===== config.mk =====
export PLATFORM = sky130hd
export DESIGN_NAME = overture_sequencer
export DESIGN_NICKNAME = d
export VERILOG_FILES = /design/src/rtl/overture_sequencer.sv
export SDC_FILE = /design/constraint.sdc
export NUM_CORES = 1
export LEC_CHECK = 0
export ABC_AREA = 1
export ABC_CLOCK_PERIOD_IN_PS = 1500
export CAP_MARGIN = 30
export CORE_MARGIN = 2
export CORE_UTILIZATION = 45
export DETAILED_ROUTE_END_ITERATION = 16
export DONT_BUFFER_PORTS = 1
export GPL_TIMING_DRIVEN = 1
export PLACE_DENSITY = 0.71
export SETUP_SLACK_MARGIN = 0.2
export SKIP_CTS_REPAIR_TIMING = 1
export SLEW_MARGIN = 10
export SYNTH_ARGS = -nofsm -noshare
export SYNTH_HDL_FRONTEND = slang
export SYNTH_SLANG_ARGS = --single-unit

===== constraint.sdc =====
create_clock -name clk -period 1.5 [get_ports clk]
set_clock_uncertainty 0.2 [all_clocks]
set_input_delay 0.3 -clock clk [delete_from_list [all_inputs] [get_ports clk]]
set_output_delay 0.3 -clock clk [all_outputs]
set_load 0.005 [all_outputs]

===== src/rtl/overture_sequencer.sv =====
// Overture 8-bit CPU instruction sequencer: owns the pc, fetches instruction bytes,
// resolves condition-class branches locally and hands every other instruction to the datapath.
//
// state | meaning
// IDLE  | waiting for run before the next fetch
// FETCH | fetch_req held at pc until fetch_ack
// EVAL  | decode ir; resolve branch against reg3, jump to reg0
// ISSUE | exec_valid held with ir until exec_ready
// HALT  | taken self-jump; absorbing until rst
module overture_sequencer #(
   parameter int    UUID = 0,
   parameter string NAME = ""
) (
   input  logic       clk,
   input  logic       rst,
   input  logic       run,
   output logic       fetch_req,
   output logic [7:0] fetch_addr,
   input  logic       fetch_ack,
   input  logic [7:0] fetch_data,
   input  logic [7:0] reg0,
   input  logic [7:0] reg3,
   output logic       exec_valid,
   output logic [7:0] exec_instr,
   input  logic       exec_ready,
   output logic       halted,
   output logic [7:0] taken_count
);

   localparam int    unused_uuid = UUID;
   localparam string unused_name = NAME;

   typedef enum logic [2:0] {
      ST_IDLE,
      ST_FETCH,
      ST_EVAL,
      ST_ISSUE,
      ST_HALT
   } state_t;

   state_t     state_q;
   state_t     resume_d;
   logic [7:0] pc_q;
   logic [7:0] ir_q;
   logic [7:0] taken_q;
   logic [7:0] taken_d;
   logic [2:0] code;
   logic       is_cond;
   logic       cond_taken;

   // Code bit 0 tests zero, bit 1 tests sign, bit 2 inverts the result.
   always_comb begin
      code       = ir_q[2:0];
      is_cond    = (ir_q[7:6] == 2'b11);
      cond_taken = ((code[0] & (reg3 == 8'h00)) | (code[1] & reg3[7])) ^ code[2];
      taken_d    = (taken_q == 8'hFF) ? taken_q : taken_q + 8'd1;
      resume_d   = run ? ST_FETCH : ST_IDLE;
   end

   always_ff @(posedge clk or posedge rst) begin
      if (rst) begin
         state_q <= ST_IDLE;
         pc_q    <= 8'h00;
         ir_q    <= 8'h00;
         taken_q <= 8'h00;
      end else begin
         case (state_q)
            ST_IDLE: begin
               if (run) state_q <= ST_FETCH;
            end
            ST_FETCH: begin
               if (fetch_ack) begin
                  ir_q    <= fetch_data;
                  state_q <= ST_EVAL;
               end
            end
            ST_EVAL: begin
               if (!is_cond) begin
                  state_q <= ST_ISSUE;
               end else if (cond_taken) begin
                  taken_q <= taken_d;
                  if (reg0 == pc_q) begin
                     state_q <= ST_HALT;
                  end else begin
                     pc_q    <= reg0;
                     state_q <= resume_d;
                  end
               end else begin
                  pc_q    <= pc_q + 8'd1;
                  state_q <= resume_d;
               end
            end
            ST_ISSUE: begin
               if (exec_ready) begin
                  pc_q    <= pc_q + 8'd1;
                  state_q <= resume_d;
               end
            end
            ST_HALT: begin
               state_q <= ST_HALT;
            end
            default: begin
               state_q <= ST_IDLE;
            end
         endcase
      end
   end

   assign fetch_req   = (state_q == ST_FETCH);
   assign fetch_addr  = pc_q;
   assign exec_valid  = (state_q == ST_ISSUE);
   assign exec_instr  = ir_q;
   assign halted      = (state_q == ST_HALT);
   assign taken_count = taken_q;

endmodule

==> Word level (Yosys, flattened, before mapping) <==
Index checks and enable logic that the tools add are counted.
{ "classes": {"add_sub_neg": 2, "muxes": 13, "n_bitwise": 5, "eq_ne": 12, "reduce_logical": 7} }
{ "ops": {"columns": ["cell", "count"], "rows": [
  ["2-to-1 mux 8 bit", 4],
  ["2-to-1 mux 3 bit", 6],
  ["adder 8 x 1 -> 8 bit (second input constant)", 2],
  ["case mux 8 bit (2 select lines)", 1],
  ["case mux 3 bit (5 select lines)", 1],
  ["equality test 8 bit", 1],
  ["equality test 8 bit (second input constant)", 1],
  ["logical NOT 8 bit", 1],
  ["AND reduction 4 bit", 2],
  ["equality test 3 x 2 -> 1 bit (second input constant)", 2],
  ["!= test 2 x 1 -> 1 bit (second input constant)", 2],
  ["!= test 2 bit (second input constant)", 2],
  ["equality test 3 x 1 -> 1 bit (second input constant)", 1],
  ["equality test 3 bit (second input constant)", 1],
  ["logical NOT 3 bit", 1],
  ["!= test 3 bit (second input constant)", 1],
  ["AND reduction 3 bit", 1],
  ["bitwise AND 1 bit", 2],
  ["equality test 2 bit (second input constant)", 1],
  ["AND reduction 2 bit", 1],
  ["nonzero test 2 bit", 1],
  ["2-to-1 mux 1 bit", 1],
  ["inverter 1 bit", 1],
  ["OR 1 bit", 1],
  ["bitwise XOR 1 bit", 1]
]} }
{ "word_totals": {"reg_bits": 27, "wordCells": 43} }

==> Depth between registers and ports, before layout <==
{ "logic_depth": {"depth_word": 7, "mapped_depth": 11} }

==> Least setup slack after synthesis <==
No wires, ideal clock.
{ "synth_timing": {"kind": "register to register", "start": "register pc_q[5] (netlist: fetch_addr[5])", "end": "register pc_q[2] (netlist: fetch_addr[2])", "period_less_slack_ns": 1.600, "required_ns": 1.179, "setup_ns": 0.121, "arrival_time_ns": 1.280, "path_buffers": 2, "stages_incl_launch_ff": 10, "path_slack_ns": -0.100, "cell_sequence": "dfrtp_1 buf_2 xor2_1 nor2_1 nand2_1 nor2_2 nand3_1 nand2_2 buf_6 o21ai_1"} }
{ "synth_via": {"elab_chain_cells": 3} }
{ "synth_lines": {"columns": ["item", "line_no", "rtl"], "rows": [
  ["from (decl)", "43", "logic [7:0] pc_q;"],
  ["from (signal assigned)", "85", "pc_q <= reg0;"],
  ["from (signal assigned)", "89", "pc_q <= pc_q + 8'd1;"],
  ["from (signal assigned)", "95", "pc_q <= pc_q + 8'd1;"],
  ["equality test 8 bit", "82", "if (reg0 == pc_q) begin"],
  ["!= test 3 bit (no line)", null, null],
  ["AND reduction 4 bit (no line)", null, null]
]} }
Every way passes these cells.
A chain may end at the register's enable or synchronous reset.

==> Worst setup path in the final report <==
{ "layout_timing": {"start": "register ir_q[1] (netlist: exec_instr[1])", "end": "register pc_q[7] (netlist: fetch_addr[7])"} }
{ "layout_via": {"elab_chain_cells": 6, "elab_cells_between_ends": 8} }
{ "layout_lines": {"columns": ["item", "line_no", "rtl"], "rows": [
  ["from (decl)", "44", "logic [7:0] ir_q;"],
  ["from (signal assigned)", "73", "ir_q <= fetch_data;"],
  ["bitwise AND 1 bit *", "55", "cond_taken = ((code[0] & (reg3 == 8'h00)) | (code[1] & reg3[7])) ^ code[2];"],
  ["OR 1 bit *", "55", null],
  ["bitwise XOR 1 bit *", "55", null],
  ["2-to-1 mux 8 bit", "80", "end else if (cond_taken) begin"],
  ["2-to-1 mux 8 bit", "78", "if (!is_cond) begin"],
  ["case mux 8 bit (2 select lines)", "67", "case (state_q)"]
]} }
Every way passes the cells marked *; elsewhere a longest branch is shown, timed or not. The select of a mux whose other input is x is not followed.

==> results_tabular.tex <==
\begin{tabular}{lr}
\hline
Metric & Value \\
\hline
\multicolumn{2}{l}{\textbf{Setup path}} \\
\quad Number of gates on the worst path with buffers counted & 9 \\
\quad Top cell family by delay on the critical path & simple AND/OR/NAND/NOR gates \\
\quad Category of the critical setup timing path & flip-flop to flip-flop \\
\quad Count of buffering cells on the critical path with inverters included & 2 \\
\quad Cell with the largest stage delay on the worst path & sky130\_fd\_sc\_hd\_\_dfrtp\_1 \\
\quad Arrival time of data at the critical path endpoint & 1810 ps \\
\quad Critical Path Fanout Max & 12 \\
\quad Worst Path Required & 1530 ps \\
\quad Category of the worst setup path capture point & flip-flop \\
\quad Cells along the critical path & nand2\_1, inv\_1, o21bai\_1, nand2\_1, nand3\_1, buf\_12, o21ai\_0, nand2\_1, nand2\_1 \\
\quad Most used cell along the critical path & sky130\_fd\_sc\_hd\_\_nand2\_1 \\
\quad Critical path startpoint category & flip-flop \\
\quad Worst-case reg-to-reg path depth & 9 \\
\quad CP max stage delay & 420 ps \\
\multicolumn{2}{l}{\textbf{Timing}} \\
\quad Share of the cycle needed by the critical path after routing & 1.19 \\
\quad Worst hold slack across all endpoints & 43.8 ps \\
\quad Final Hold Viols & 0 \\
\quad Slew Limit Fails & 0 \\
\quad Count of final setup violators & 29 \\
\quad Final Worst Setup Slack & -280 ps \\
\quad Unrepaired setup endpoints after global routing & yes \\
\quad Measured slew at the worst slew-check pin & 375 ps \\
\quad Headroom to the max-slew limit & 0.748 \\
\quad Maximum clock frequency & 562 MHz \\
\quad Min Clock Period, post-route & 1780 ps \\
\multicolumn{2}{l}{\textbf{Routing}} \\
\quad Via count of the routed design & 1988 \\
\quad Detailed-route wire length per cell & 15.1 um \\
\quad Detailed-router iteration count before antenna repair & 4 \\
\quad Residual DRC count & 0 \\
\quad Final WL & 5.76 mm \\
\quad Iteration-0 DRC count of the detailed router & 143 \\
\quad Routed vias/inst & 5.20 \\
\quad Routed Antenna Nets & 0 \\
\multicolumn{2}{l}{\textbf{Flow run}} \\
\quad Number of max-capacitance violations reported & 0 \\
\multicolumn{2}{l}{\textbf{Placement}} \\
\quad GPL Wtd Cong & 0.818 \\
\quad Placement Setup Slack & -229 ps \\
\quad Quantity of I/O buffers inserted on ports & 0 \\
\quad Detailed placer's ending HPWL & 3.36 mm \\
\multicolumn{2}{l}{\textbf{Power and ir drop}} \\
\quad Total power density per cell area & 1880 mW/mm\^{}2 \\
\quad Maximum vdd ir drop & 1.36 mV \\
\quad Leak pwr & 1.46 nW \\
\multicolumn{2}{l}{\textbf{Die}} \\
\quad Site Rows & 22 \\
\quad Starting density of the core & 0.473 \\
\quad Die area & 0.00443 mm\^{}2 \\
\quad Standard cell core area & 0.00372 mm\^{}2 \\
\quad DIE WIDTH & 66.5 um \\
\quad Io pins & 56 \\
\quad Die height & 66.5 um \\
\multicolumn{2}{l}{\textbf{Hold path}} \\
\quad Class of the worst hold path & input pin to flip-flop \\
\quad WHS Path Cells & 3 \\
\multicolumn{2}{l}{\textbf{Final layout}} \\
\quad Total number of nets in the final design & 366 \\
\quad Post-route core utilization & 0.774 \\
\quad Area added between synthesis and finish & 63.6\% \\
\quad Ratio of cells with drive above 1 in the final layout & 0.437 \\
\quad Antenna cell count & 0 \\
\quad Fillers & 261 \\
\quad Leading cell type in the layout, fill and taps excluded & sky130\_fd\_sc\_hd\_\_nand2\_1 \\
\quad Most used cells in the layout excluding fill and tap cells & sky130\_fd\_sc\_hd\_\_nand2\_1, sky130\_fd\_sc\_hd\_\_buf\_4, sky130\_fd\_sc\_hd\_\_buf\_6, sky130\_fd\_sc\_hd\_\_dfrtp\_1, sky130\_fd\_sc\_hd\_\_inv\_1 \\
\multicolumn{2}{l}{\textbf{Clock tree}} \\
\quad Longest Clk Path Bufs & 2 \\
\quad Post-CTS clock slew at the launch and capture registers of the worst setup and hold paths & 100 ps \\
\quad Root cell of the clock tree & sky130\_fd\_sc\_hd\_\_clkbuf\_8 \\
\quad Level count of the clock H-tree & 1 \\
\quad Source-to-sink clock delay at the later pin of the worst-skew pair & 280 ps \\
\quad TritonCTS clock tree & yes \\
\quad CTS Buf Count & 3 \\
\quad Clock tree sinks & 27 \\
\multicolumn{2}{l}{\textbf{Global route}} \\
\quad Wire length of the first global-routing pass & 7.13 mm \\
\quad Aggregate global-route resource usage & 0.207 \\
\quad Initial antenna violation count & 0 \\
\quad Vias in the first global route & 1703 \\
\quad Largest net degree at the start of global routing & 28 \\
\quad Overflow left after global routing & 0 \\
\multicolumn{2}{l}{\textbf{Yosys}} \\
\quad Area of the mapped netlist & 0.00176 mm\^{}2 \\
\quad Post-Synthesis Cells & 244 \\
\quad Unique cell type count in the Yosys netlist & 26 \\
\quad Proportion of synthesized chip area in sequential cells & 0.384 \\
\quad Flip-flop and latch count after synthesis & 27 \\
\quad Dominant cell type by area after synthesis & sky130\_fd\_sc\_hd\_\_dfrtp\_1 \\
\quad Synthesis warning total & 0 \\
\quad Share of the synthesized area in the top cell type & 0.384 \\
\quad Syn nets & 275 \\
\quad Leading cell types by total area after synthesis & sky130\_fd\_sc\_hd\_\_dfrtp\_1, sky130\_fd\_sc\_hd\_\_nand2\_1, sky130\_fd\_sc\_hd\_\_nand3\_1, sky130\_fd\_sc\_hd\_\_inv\_1, sky130\_fd\_sc\_hd\_\_nor2\_1 \\
\quad Synth Area per Inst & 7.21 um\^{}2 \\
\multicolumn{2}{l}{\textbf{Status}} \\
\quad Result of the run & finished with violations \\
\quad Violated checks & setup timing \\
\hline
\end{tabular}
## Yosys cell counts
cell type / number
sky130_fd_sc_hd__nand2_2: 4
sky130_fd_sc_hd__nor3_1: 2
sky130_fd_sc_hd__nand2_1: 77
sky130_fd_sc_hd__inv_2: 4
sky130_fd_sc_hd__xor2_1: 6
sky130_fd_sc_hd__buf_2: 2
sky130_fd_sc_hd__xnor2_1: 8
sky130_fd_sc_hd__nor2_1: 23
sky130_fd_sc_hd__ha_1: 2
sky130_fd_sc_hd__a211oi_1: 1
sky130_fd_sc_hd__nor2_4: 1
sky130_fd_sc_hd__o21bai_1: 1
sky130_fd_sc_hd__mux2_2: 7
sky130_fd_sc_hd__nor2_2: 4
sky130_fd_sc_hd__nand3b_1: 1
sky130_fd_sc_hd__nand3_1: 21
sky130_fd_sc_hd__a21oi_1: 1
sky130_fd_sc_hd__inv_1: 27
sky130_fd_sc_hd__buf_6: 1
sky130_fd_sc_hd__nor3_2: 2
sky130_fd_sc_hd__buf_4: 1
sky130_fd_sc_hd__nand4_1: 5
sky130_fd_sc_hd__nand2b_1: 1
sky130_fd_sc_hd__dfrtp_1: 27
sky130_fd_sc_hd__o21ai_0: 10
sky130_fd_sc_hd__o21ai_1: 5
## metal layers
metal  GRT usage  wire, um
met2       0.368      3020
met4      0.0510       147
met5           0         0
met3      0.0321       332
met1       0.262      2260
## through the flow
step | TNS [ps] | area (um^2) | cells | power [mW]
global placement | -1970 | 2360 | 357 | 3.92
floorplan | -777 | 1800 | 244 | 2.72
global route | -6350 | 2880 | 382 | 5.75
finish | -4260 | 2880 | 382 | 5.40
detailed placement | -2590 | 2360 | 357 | 3.98
CTS | -3530 | 2410 | 361 | 4.45
## worst reg2reg max path: stages (launching register included)
cell,delay [ps]
sky130_fd_sc_hd__dfrtp_1,420
sky130_fd_sc_hd__nand2_1,100
sky130_fd_sc_hd__inv_1,40
sky130_fd_sc_hd__o21bai_1,170
sky130_fd_sc_hd__nand2_1,80
sky130_fd_sc_hd__nand3_1,140
sky130_fd_sc_hd__buf_12,190
sky130_fd_sc_hd__o21ai_0,220
sky130_fd_sc_hd__nand2_1,90
sky130_fd_sc_hd__nand2_1,70
## flip-flops by register name, summed over array words and instances, names as in the netlist
| register | count |
|---|---|
| exec_instr | 8 |
| fetch_addr | 8 |
| state_q | 3 |
| taken_count | 8 |
## power breakdown
part,total (mW),switching (mW),internal (mW)
combinational,3.68,1.81,1.87
sequential,1.27,0.264,1.00
clock,0.451,0.255,0.196
total,5.40,2.33,3.07
## final cells by class
cell class                 count  area (um^2)  share of cell area
sequential                    27          676               0.235
timing repair buffer          89          815               0.283
multi-input combinational    183         1150               0.401
inverter                      31          124              0.0430
clock inverter                 1         8.76             0.00304
tap                           48         60.1              0.0209
clock buffer                   3         41.3              0.0143
## logic make-up after synthesis
family	Yosys count	share of synthesized area
AND/OR/NAND/NOR	141	0.351
XOR/XNOR	14	0.0697
adder cells (fa/ha/maj)	2	0.0142
AO/OA/AOI/OAI	18	0.0541
multiplexers	7	0.0448
flip-flops	27	0.384
buffers and inverters	35	0.0825
## final timing paths
check | from | end | slack, ps
setup / recovery | exec_instr[1] | fetch_addr[7] | -280
hold / removal | fetch_ack | exec_instr[2] | 40
setup reg to reg | exec_instr[1] | fetch_addr[7] | -280
hold reg to reg | exec_instr[5] | exec_instr[5] | 350
max in group asynchronous | rst | fetch_addr[0] | 500
min in group asynchronous | rst | taken_count[6] | 310
Note: power is estimated with default switching activity, not from simulation.
